<file path="src/rtl/bram_port_adapter.sv">
// Adapter between a single-cycle request/grant core bus and a block RAM port.
// Every grant is answered exactly READ_LATENCY cycles later, in grant order;
// out-of-range requests never touch the BRAM and come back flagged as errors.
// Read, write and error counters saturate at 16'hFFFF.
module bram_port_adapter #(
    parameter int unsigned READ_LATENCY = 2,          // BRAM read latency, 1..4
    parameter int unsigned ADDR_WIDTH   = 16,         // BRAM byte-address width
    parameter logic [31:0] BASE_ADDR    = 32'h0000_0000
) (
    input  logic                  clk,
    input  logic                  rst_n,
    // core side
    input  logic                  req_i,
    output logic                  gnt_o,
    input  logic [31:0]           addr_i,
    input  logic                  we_i,
    input  logic [3:0]            be_i,
    input  logic [31:0]           wdata_i,
    output logic                  rvalid_o,
    output logic [31:0]           rdata_o,
    output logic                  err_o,
    // BRAM side
    output logic [ADDR_WIDTH-1:0] bram_addr_o,
    output logic                  bram_en_o,
    output logic [3:0]            bram_we_o,
    output logic [31:0]           bram_wrdata_o,
    input  logic [31:0]           bram_rddata_i,
    output logic                  bram_rst_o,
    // statistics
    output logic [15:0]           rd_count_o,
    output logic [15:0]           wr_count_o,
    output logic [15:0]           err_count_o
);

    // Saturating +1 for the statistics counters.
    function automatic logic [15:0] sat_inc(input logic [15:0] v);
        return (v == 16'hFFFF) ? v : v + 16'd1;
    endfunction

    logic w_gnt;
    logic w_in_range;
    logic w_bram_en;
    logic w_rvalid;
    logic w_resp_we;
    logic w_resp_err;
    logic w_unused_addr_lsb;

    // Response tracking pipeline: index 0 is loaded at the grant edge, the
    // last index lines up with the BRAM data arriving READ_LATENCY later.
    logic [READ_LATENCY-1:0] r_vld_p;
    logic [READ_LATENCY-1:0] r_we_p;
    logic [READ_LATENCY-1:0] r_err_p;

    logic [15:0] r_rd_count;
    logic [15:0] r_wr_count;
    logic [15:0] r_err_count;

    // Byte lanes are chosen by be_i, so the word-offset bits carry no meaning.
    assign w_unused_addr_lsb = ^addr_i[1:0];

    // Grant is purely combinational: no back-pressure, one transaction per cycle.
    assign w_gnt      = req_i & rst_n;
    assign w_in_range = (addr_i[31:ADDR_WIDTH] == BASE_ADDR[31:ADDR_WIDTH]);
    assign w_bram_en  = w_gnt & w_in_range;

    assign gnt_o         = w_gnt;
    assign bram_en_o     = w_bram_en;
    assign bram_addr_o   = {addr_i[ADDR_WIDTH-1:2], 2'b00};
    assign bram_we_o     = (w_bram_en && we_i) ? be_i : 4'b0000;
    assign bram_wrdata_o = wdata_i;
    assign bram_rst_o    = ~rst_n;

    // Shift {valid, we, err} of every grant towards the response slot.
    always_ff @(posedge clk or negedge rst_n) begin
        if (!rst_n) begin
            r_vld_p <= '0;
            r_we_p  <= '0;
            r_err_p <= '0;
        end else begin
            r_vld_p[0] <= w_gnt;
            r_we_p[0]  <= we_i;
            r_err_p[0] <= ~w_in_range;
            for (int i = 1; i < READ_LATENCY; i++) begin
                r_vld_p[i] <= r_vld_p[i-1];
                r_we_p[i]  <= r_we_p[i-1];
                r_err_p[i] <= r_err_p[i-1];
            end
        end
    end

    // Response stage: BRAM data passes only for successful reads.
    assign w_rvalid   = r_vld_p[READ_LATENCY-1];
    assign w_resp_we  = r_we_p[READ_LATENCY-1];
    assign w_resp_err = r_err_p[READ_LATENCY-1];

    assign rvalid_o = w_rvalid;
    assign err_o    = w_rvalid & w_resp_err;
    assign rdata_o  = (w_rvalid && !w_resp_we && !w_resp_err) ? bram_rddata_i : 32'h0;

    // Statistics: reads/writes counted at grant, errors at their response.
    always_ff @(posedge clk or negedge rst_n) begin
        if (!rst_n) begin
            r_rd_count  <= 16'h0;
            r_wr_count  <= 16'h0;
            r_err_count <= 16'h0;
        end else begin
            if (w_bram_en && !we_i) begin
                r_rd_count <= sat_inc(r_rd_count);
            end
            if (w_bram_en && we_i) begin
                r_wr_count <= sat_inc(r_wr_count);
            end
            if (err_o) begin
                r_err_count <= sat_inc(r_err_count);
            end
        end
    end

    assign rd_count_o  = r_rd_count;
    assign wr_count_o  = r_wr_count;
    assign err_count_o = r_err_count;

endmodule

</file>
<file path="config.mk">
export PLATFORM = sky130hd
export DESIGN_NAME = bram_port_adapter
export DESIGN_NICKNAME = d
export VERILOG_FILES = /design/src/rtl/bram_port_adapter.sv
export SDC_FILE = /design/constraint.sdc
export NUM_CORES = 1
export LEC_CHECK = 0
export ABC_AREA = 0
export CAP_MARGIN = 20
export CORE_MARGIN = 4
export CORE_UTILIZATION = 37
export CTS_CLUSTER_DIAMETER = 30
export DETAILED_ROUTE_END_ITERATION = 8
export PLACE_DENSITY = 0.88
export SYNTH_ARGS = -nofsm -noshare
export SYNTH_HDL_FRONTEND = slang
export SYNTH_SLANG_ARGS = --single-unit
</file>
<file path="constraint.sdc">
create_clock -name clk -period 3.36 [get_ports clk]
set_input_delay 0.504 -clock clk [delete_from_list [all_inputs] [get_ports clk]]
set_output_delay 0.504 -clock clk [all_outputs]
set_load 0.01 [all_outputs]
</file>
==> results.md, run 1 <==
* Asr flop ratio synth at 100%
* Core box area at 0.00822 mm^2
* Number of top-level design ports at 241
* Leakage power of the design at 1.86 nW
* Routed wirelength normalized by instance count at 19.2 um
* Antenna-violating nets left at 0
* Hold Crit Class: input pin to async pin
* Post-synth EDFFs at 0
* Total CTS buffers at 5
* Final non-filler cell total at 521
* Total cell area at the placement stage at 0.00436 mm^2
* Last weighted congestion value of the routability-driven placer at 0.853
* Count of yosys warnings during synthesis at 0
* H-Tree Level Count at 2
* Worst-case vdd ir drop at 0.000208 V
* Vias after detailed routing at 2609
* Period utilisation layout at 90.3%
* Initial core utilization at 38.0%
* Fraction of final layout cells with drive strength greater than 1 at 6.01%
* First-pass GRT wire length at 15500 um
* HPWL Detailed at 8170 um
* Antenna violations before repair at 0
* Required time reported for the critical path endpoint at 2.86 ns
* Final critical-path required period at 3.04 ns
* Proportion of synthesized chip area in sequential cells at 43.2%
* Most common library cells after synthesis: dfrtp_1, buf_4, and2_1
* Final number of hold-violating endpoints at 0
* Final WL at 10000 um
* Path type of the worst setup path: input pin to output pin
* Global route total overflow at 0
* Count of buffers added by post-CTS timing repair for setup at 0
* Worst Path Max Fanout at 5
* Power consumption at 1.33 mW
* Drt drc at 0
* RSZ-0062 raised after global routing: false
* Number of diodes at 0
* Cell type contributing the most total cell area after synthesis: dfrtp_1
* Via count of the first global-routing pass at 2855
* Via-per-instance ratio at 5.01
* Number of buffers on the longest clock path at 2
* First element of the critical path: addr_i[16]
* Final number of setup-violating endpoints at 0
* Transition time at the pin with the least slew margin at 0.689 ns
* Pins over their slew limit at 0
* Crit path arrival time at 2.53 ns
* Number of buffers added to fix hold violations after cts at 0
* Worst clock skew at 0.0136 ns
* Number of distinct standard cells referenced by the synthesized netlist at 33
* Standard-cell row count at 33
* Clock insertion delay at the later pin of the skew report at 0.30 ns
* Die Span X at 99.9 um
* Result of the run: finished clean
* P per Cell Area at 298 mW/mm^2
* Total of buffers placed on input and output ports at 144
* NumNets Final at 522
* Aggregate global-route resource usage at 19.8%
* CP Launch Type: input pin
* Cell types with the largest area share after synthesis: dfrtp_1, buf_4, xnor2_1, and2_1, nand4_1
* Area grow syn2layout at 42.3%
* Worst setup slack before clock tree synthesis at 0.321 ns
* Area share of the largest cell type after synthesis at 43.2%
* Total negative slack at 0 ns
* Worst relative slew slack at 53.6%
* Cells on worst reg2reg path at 6
* Initial DRC Count at 60
* Synthesized flop and latch total at 54
* Largest net degree at the start of global routing at 33
* Worst r2r dst: err_count_o[7]
* Min setup slack post-route at 0.325 ns
* Post-Route Utilization at 54.1%
* Setup slack on the worst flop-to-flop path at 1.16 ns
* Clock sinks at 54
* Post-cts sizing count at 0
* Average instance area after synthesis at 10.0 um^2
* Root Buffer: clkbuf_8
* Startpoint of the worst register-to-register path: err_count_o[0]
* Floorplan die height at 99.9 um
* Final design area excluding fillers at 0.00445 mm^2
* Post-CTS clock slew at the launch and capture registers of the worst setup and hold paths at 0.10 ns
* Number of instances in the synthesized netlist at 312
* DR pass1 iterations at 4
* Cell area after synthesis at 0.00313 mm^2
* Clock tree from TritonCTS: done
* Most instantiated library cell after synthesis: dfrtp_1
* Number of cells after detailed placement at 513
* CP endpoint kind: output pin
* DIE AREA at 0.00998 mm^2
* Timing-limited maximum frequency at 329 MHz
* Worst hold slack across all endpoints at 0.218 ns
* Dominant register cell in the synthesized netlist: dfrtp_1
* Count of maximum capacitance violations at 0
## cell usage in the layout, fill, tap and decap left out, types with 7 or more instances in the layout
cell / instances
xor2_1: 11
and2_1: 38
clkdlybuf4s50_1: 143
dfrtp_1: 54
and3_1: 12
xnor2_1: 30
nand2_1: 15
nor2_1: 7
inv_1: 7
nand4_1: 22
nand3_1: 20
## layout make-up
| type | count | area (um^2) |
|---|---|---|
| Clock buffer | 5 | 68.8 |
| Clock inverter | 3 | 23.8 |
| Multi-Input combinational cell | 197 | 1370 |
| Tap cell | 105 | 131 |
| Fill cell | 724 | 3770 |
| Sequential cell | 54 | 1350 |
| Timing Repair Buffer | 150 | 1480 |
| Inverter | 7 | 26.3 |
## how the worst max path moves through the flow
stage | cells after the start | slack, ns | to
2_1_floorplan | 5 | 1.19 | rd_count_o[14]
3_3_place_gp | 6 | 0.38 | bram_we_o[3]
3_5_place_dp | 6 | 0.32 | bram_we_o[2]
4_1_cts | 6 | 0.31 | bram_we_o[2]
5_1_grt | 6 | 0.20 | bram_we_o[2]
6_report | 6 | 0.32 | bram_we_o[2]
## critical path: stages
cell,delay [ns]
clkdlybuf4s50_1,0.42
nor4_1,0.35
nand3_1,0.26
nor2_1,0.30
and2_1,0.17
clkdlybuf4s50_1,0.54
## report_power, final
| group | switching, mW | leakage (nW) | internal, mW | total, mW |
|---|---|---|---|---|
| clock network | 0.217 | 0.0408 | 0.149 | 0.366 |
| logic | 0.0894 | 1.09 | 0.146 | 0.235 |
| registers | 0.0407 | 0.728 | 0.684 | 0.725 |
## per-layer routing
layer / share of wire, % / track usage (%) / vias up
li1: - / - / 1211
met3: 12 / 8.83 / 17
met5: 0 / 0 / -
met2: 52 / 35.6 / 143
met4: 1.0 / 3.89 / 0
met1: 36 / 21.5 / 1238
## registers in the layout, indices dropped and copies added (netlist names)
| name | cells |
|---|---|
| err_count_o | 16 |
| r_err_p | 2 |
| r_vld_p | 2 |
| r_we_p | 2 |
| rd_count_o | 16 |
| wr_count_o | 16 |
## logic make-up after synthesis
| family | share of synthesized area (%) |
|---|---|
| buffers and inverters | 13.4 |
| AND/OR/NAND/NOR | 26.3 |
| multiplexers | 2.52 |
| other | 0.120 |
| AO/OA/AOI/OAI | 1.76 |
| adder cells (fa/ha/maj) | 1.20 |
| XOR/XNOR | 11.5 |
| flip-flops | 43.2 |
Note: power is estimated with default switching activity, not from simulation.
==> run 2: changes to the inputs <==
ABC_CLOCK_PERIOD_IN_PS = 3360   (was not set)
CTS_CLUSTER_DIAMETER = 150   (was 30)
==> results of run 2 <==
The final DEF is identical to that of run 1; final timing and power are the same.
==> run 3: changes to the inputs <==
ABC_AREA = 1   (was 0)
CORE_UTILIZATION = 41   (was 37)
PLACE_DENSITY = 0.87   (was 0.88)
==> run 3 against run 2 <==
Critical path depth is 3 higher. Combinational power is 11% lower. Register-to-register slack better by 0.36 ns. Sequential share of layout area is 4.8 points lower. Wire length is 22% higher. Highest routed layer unchanged.
==> results.md, run 3 <==
* Result of the run: finished clean
* HPWL Detailed at 9760 um (+19%)
* Total of buffers placed on input and output ports at 144 (unchanged)
* Floorplan die height at 107 um (+6.7%)
* Average instance area after synthesis at 6.78 um^2 (-32%)
* Cell area after synthesis at 0.00399 mm^2 (+28%)
* Worst-case vdd ir drop at 0.000231 V (+11%)
* Routed wirelength normalized by instance count at 15.0 um (-22%)
* Via count of the first global-routing pass at 3863 (+35%)
* Number of cells after detailed placement at 804 (+57%)
* Final number of hold-violating endpoints at 0 (unchanged)
* Most instantiated library cell after synthesis: nand2_1
* Proportion of synthesized chip area in sequential cells at 33.9% (-9.3 points)
* Via-per-instance ratio at 4.87 (-2.7%)
* Power consumption at 1.35 mW (+2.2%)
* Dominant register cell in the synthesized netlist: dfrtp_1
* P per Cell Area at 257 mW/mm^2 (-14%)
* Path type of the worst setup path: input pin to output pin
* Leakage power of the design at 2.49 nW (+34%)
* Required time reported for the critical path endpoint at 2.86 ns (about the same)
* Initial DRC Count at 112 (+87%)
* CP Launch Type: input pin
* Worst relative slew slack at 53.6% (about the same)
* Post-cts sizing count at 0 (unchanged)
* Initial core utilization at 42.5% (+4.5 points)
* Leading cell type in the layout, fill and taps excluded: nand2_1
* Antenna-violating nets left at 0 (unchanged)
* H-Tree Level Count at 2 (unchanged)
* Count of yosys warnings during synthesis at 0 (unchanged)
* DR pass1 iterations at 5 (+1)
* Crit path arrival time at 2.34 ns (-0.19 ns)
* Leading cell types in the layout, fill and taps excluded: nand2_1, clkdlybuf4s50_1, nor2_1, inv_1
* NumNets Final at 789 (+51%)
* Drt drc at 0 (unchanged)
* Cell type contributing the most total cell area after synthesis: dfrtp_1
* Final WL at 12200 um (+22%)
* Largest net degree at the start of global routing at 56 (+70%)
* Global route total overflow at 0 (unchanged)
* Pins over their slew limit at 0 (unchanged)
* Antenna violations before repair at 0 (unchanged)
* Timing-limited maximum frequency at 352 MHz (+6.8%)
* Clock sinks at 54 (unchanged)
* Root Buffer: clkbuf_8
* Die Span X at 107 um (+6.7%)
* Number of buffers on the longest clock path at 2 (unchanged)
* Most common library cells after synthesis: nand2_1, nor2_1, inv_1
* Final critical-path required period at 2.84 ns (-0.194 ns)
* Asr flop ratio synth at 100% (unchanged)
* Number of instances in the synthesized netlist at 588 (+88%)
* Transition time at the pin with the least slew margin at 0.697 ns (+0.00781 ns)
* Synthesized flop and latch total at 54 (unchanged)
* Post-synth EDFFs at 0 (unchanged)
* Count of buffers added by post-CTS timing repair for setup at 0 (unchanged)
* Number of buffers added to fix hold violations after cts at 0 (unchanged)
* CP endpoint kind: output pin
* Final non-filler cell total at 812 (+56%)
* Final number of setup-violating endpoints at 0 (unchanged)
* Worst Path Max Fanout at 4 (-1)
* Period utilisation layout at 84.6% (-5.8 points)
* Clock tree from TritonCTS: done
* Count of maximum capacitance violations at 0 (unchanged)
* Number of distinct standard cells referenced by the synthesized netlist at 28 (-15%)
* DIE AREA at 0.0114 mm^2 (+14%)
* Number of diodes at 0 (unchanged)
* Cell types with the largest area share after synthesis: dfrtp_1, nand2_1, buf_4, nor2_1, nand3_1
* Area grow syn2layout at 32.3%
* Clock insertion delay at the later pin of the skew report at 0.31 ns (about the same)
* First-pass GRT wire length at 19200 um (+24%)
* Hold Crit Class: input pin to async pin
* Core box area at 0.00937 mm^2 (+14%)
* RSZ-0062 raised after global routing: false
* Total negative slack at 0 ns (unchanged)
* Number of top-level design ports at 241 (unchanged)
* Vias after detailed routing at 3958 (+52%)
* Standard-cell row count at 35 (+6.1%)
* Worst clock skew at 0.0188 ns (+0.00524 ns)
* Post-CTS clock slew at the launch and capture registers of the worst setup and hold paths at 0.10 ns (about the same)
* Last weighted congestion value of the routability-driven placer at 0.894 (+4.8%)
* Fraction of final layout cells with drive strength greater than 1 at 5.27% (-0.74 points)
* Aggregate global-route resource usage at 20.7% (+0.90 points)
* Area share of the largest cell type after synthesis at 33.9% (-9.3 points)
* Total CTS buffers at 5 (unchanged)
run 3: cell types whose count changed after synthesis, sizes merged, moves of 7 or more:
cell | previous run | this run
nand3 | 20 | 62
nor2 | 7 | 84
mux2 | 7 | 0
and2 | 38 | 1
nor4 | 8 | 0
nand2 | 15 | 194
xnor2 | 30 | 14
inv | 7 | 76
and3 | 12 | 0
run 3: kinds of logic (layout without fill, tap and decap cells):
group	Yosys count	count (layout)	share of synthesized area, %
buf+inv	136	230	18.3
flops	54	54	33.9
compound gates	7	7	0.879
fa+ha+maj	3	3	0.942
simple gates	365	365	41.0
other cells	1	2	0.0941
xor+xnor	22	22	4.83
run 3: final timing paths:
path / from / end / slack, ns / cells after the start
max: addr_i[31] / bram_we_o[2] / 0.52 / 9
min: rst_n / rd_count_o[15] / 0.35 / 2
max reg2reg: rd_count_o[0] / rd_count_o[15] / 1.52 / 9
min reg2reg: r_we_p[0] / r_we_p[1] / 0.37 / 0
max in group asynchronous: rst_n / r_err_p[1] / 2.53 / 2
min in group clk: r_we_p[0] / r_we_p[1] / 0.37 / 0
run 3: per-layer routing:
metal  track usage [%]  share of wire [%]  up-vias
li1                  -                  -     1940
met2              40.2                 54      167
met5                 0                  0        -
met1              22.3                 37     1827
met4              5.30                2.0        0
met3              4.82                7.5       24
run 3: cell type report:
cell class                      count  area (um^2)
Inverter                           76          288
Sequential cell                    54         1350
Clock buffer                        5         68.8
Multi-Input combinational cell    399         1910
Fill cell                         884         4100
Clock inverter                      3         43.8
Tap cell                          129          161
Timing Repair Buffer              146         1450
run 3: critical path, cell delays in order:
cell and delay (ns):
clkdlybuf4s50_1 0.41, nor2_1 0.10, nand2_1 0.09, nor2_1 0.19, nand3_2 0.15, nor2_2 0.14, inv_1 0.10, nor2_1 0.10
clkdlybuf4s50_1 0.55
run 3: stage by stage:
step	hold slack (ns)	worst slack [ns]	area, um^2	util [%]
3_3_place_gp	0.333	0.538	5160	55.1
6_report	0.352	0.518	5270	56.3
5_1_grt	0.374	0.322	5270	56.3
2_1_floorplan	0.208	1.45	3990	-
4_1_cts	0.367	0.476	5270	56.3
3_5_place_dp	0.354	0.486	5160	55.1
run 3: where the power goes:
part | internal (mW) | leakage, nW | total (mW) | switching, mW
clock | 0.224 | 0.0585 | 0.440 | 0.217
combinational | 0.124 | 1.70 | 0.210 | 0.0859
sequential | 0.672 | 0.732 | 0.705 | 0.0327
total | 1.02 | 2.49 | 1.35 | 0.335
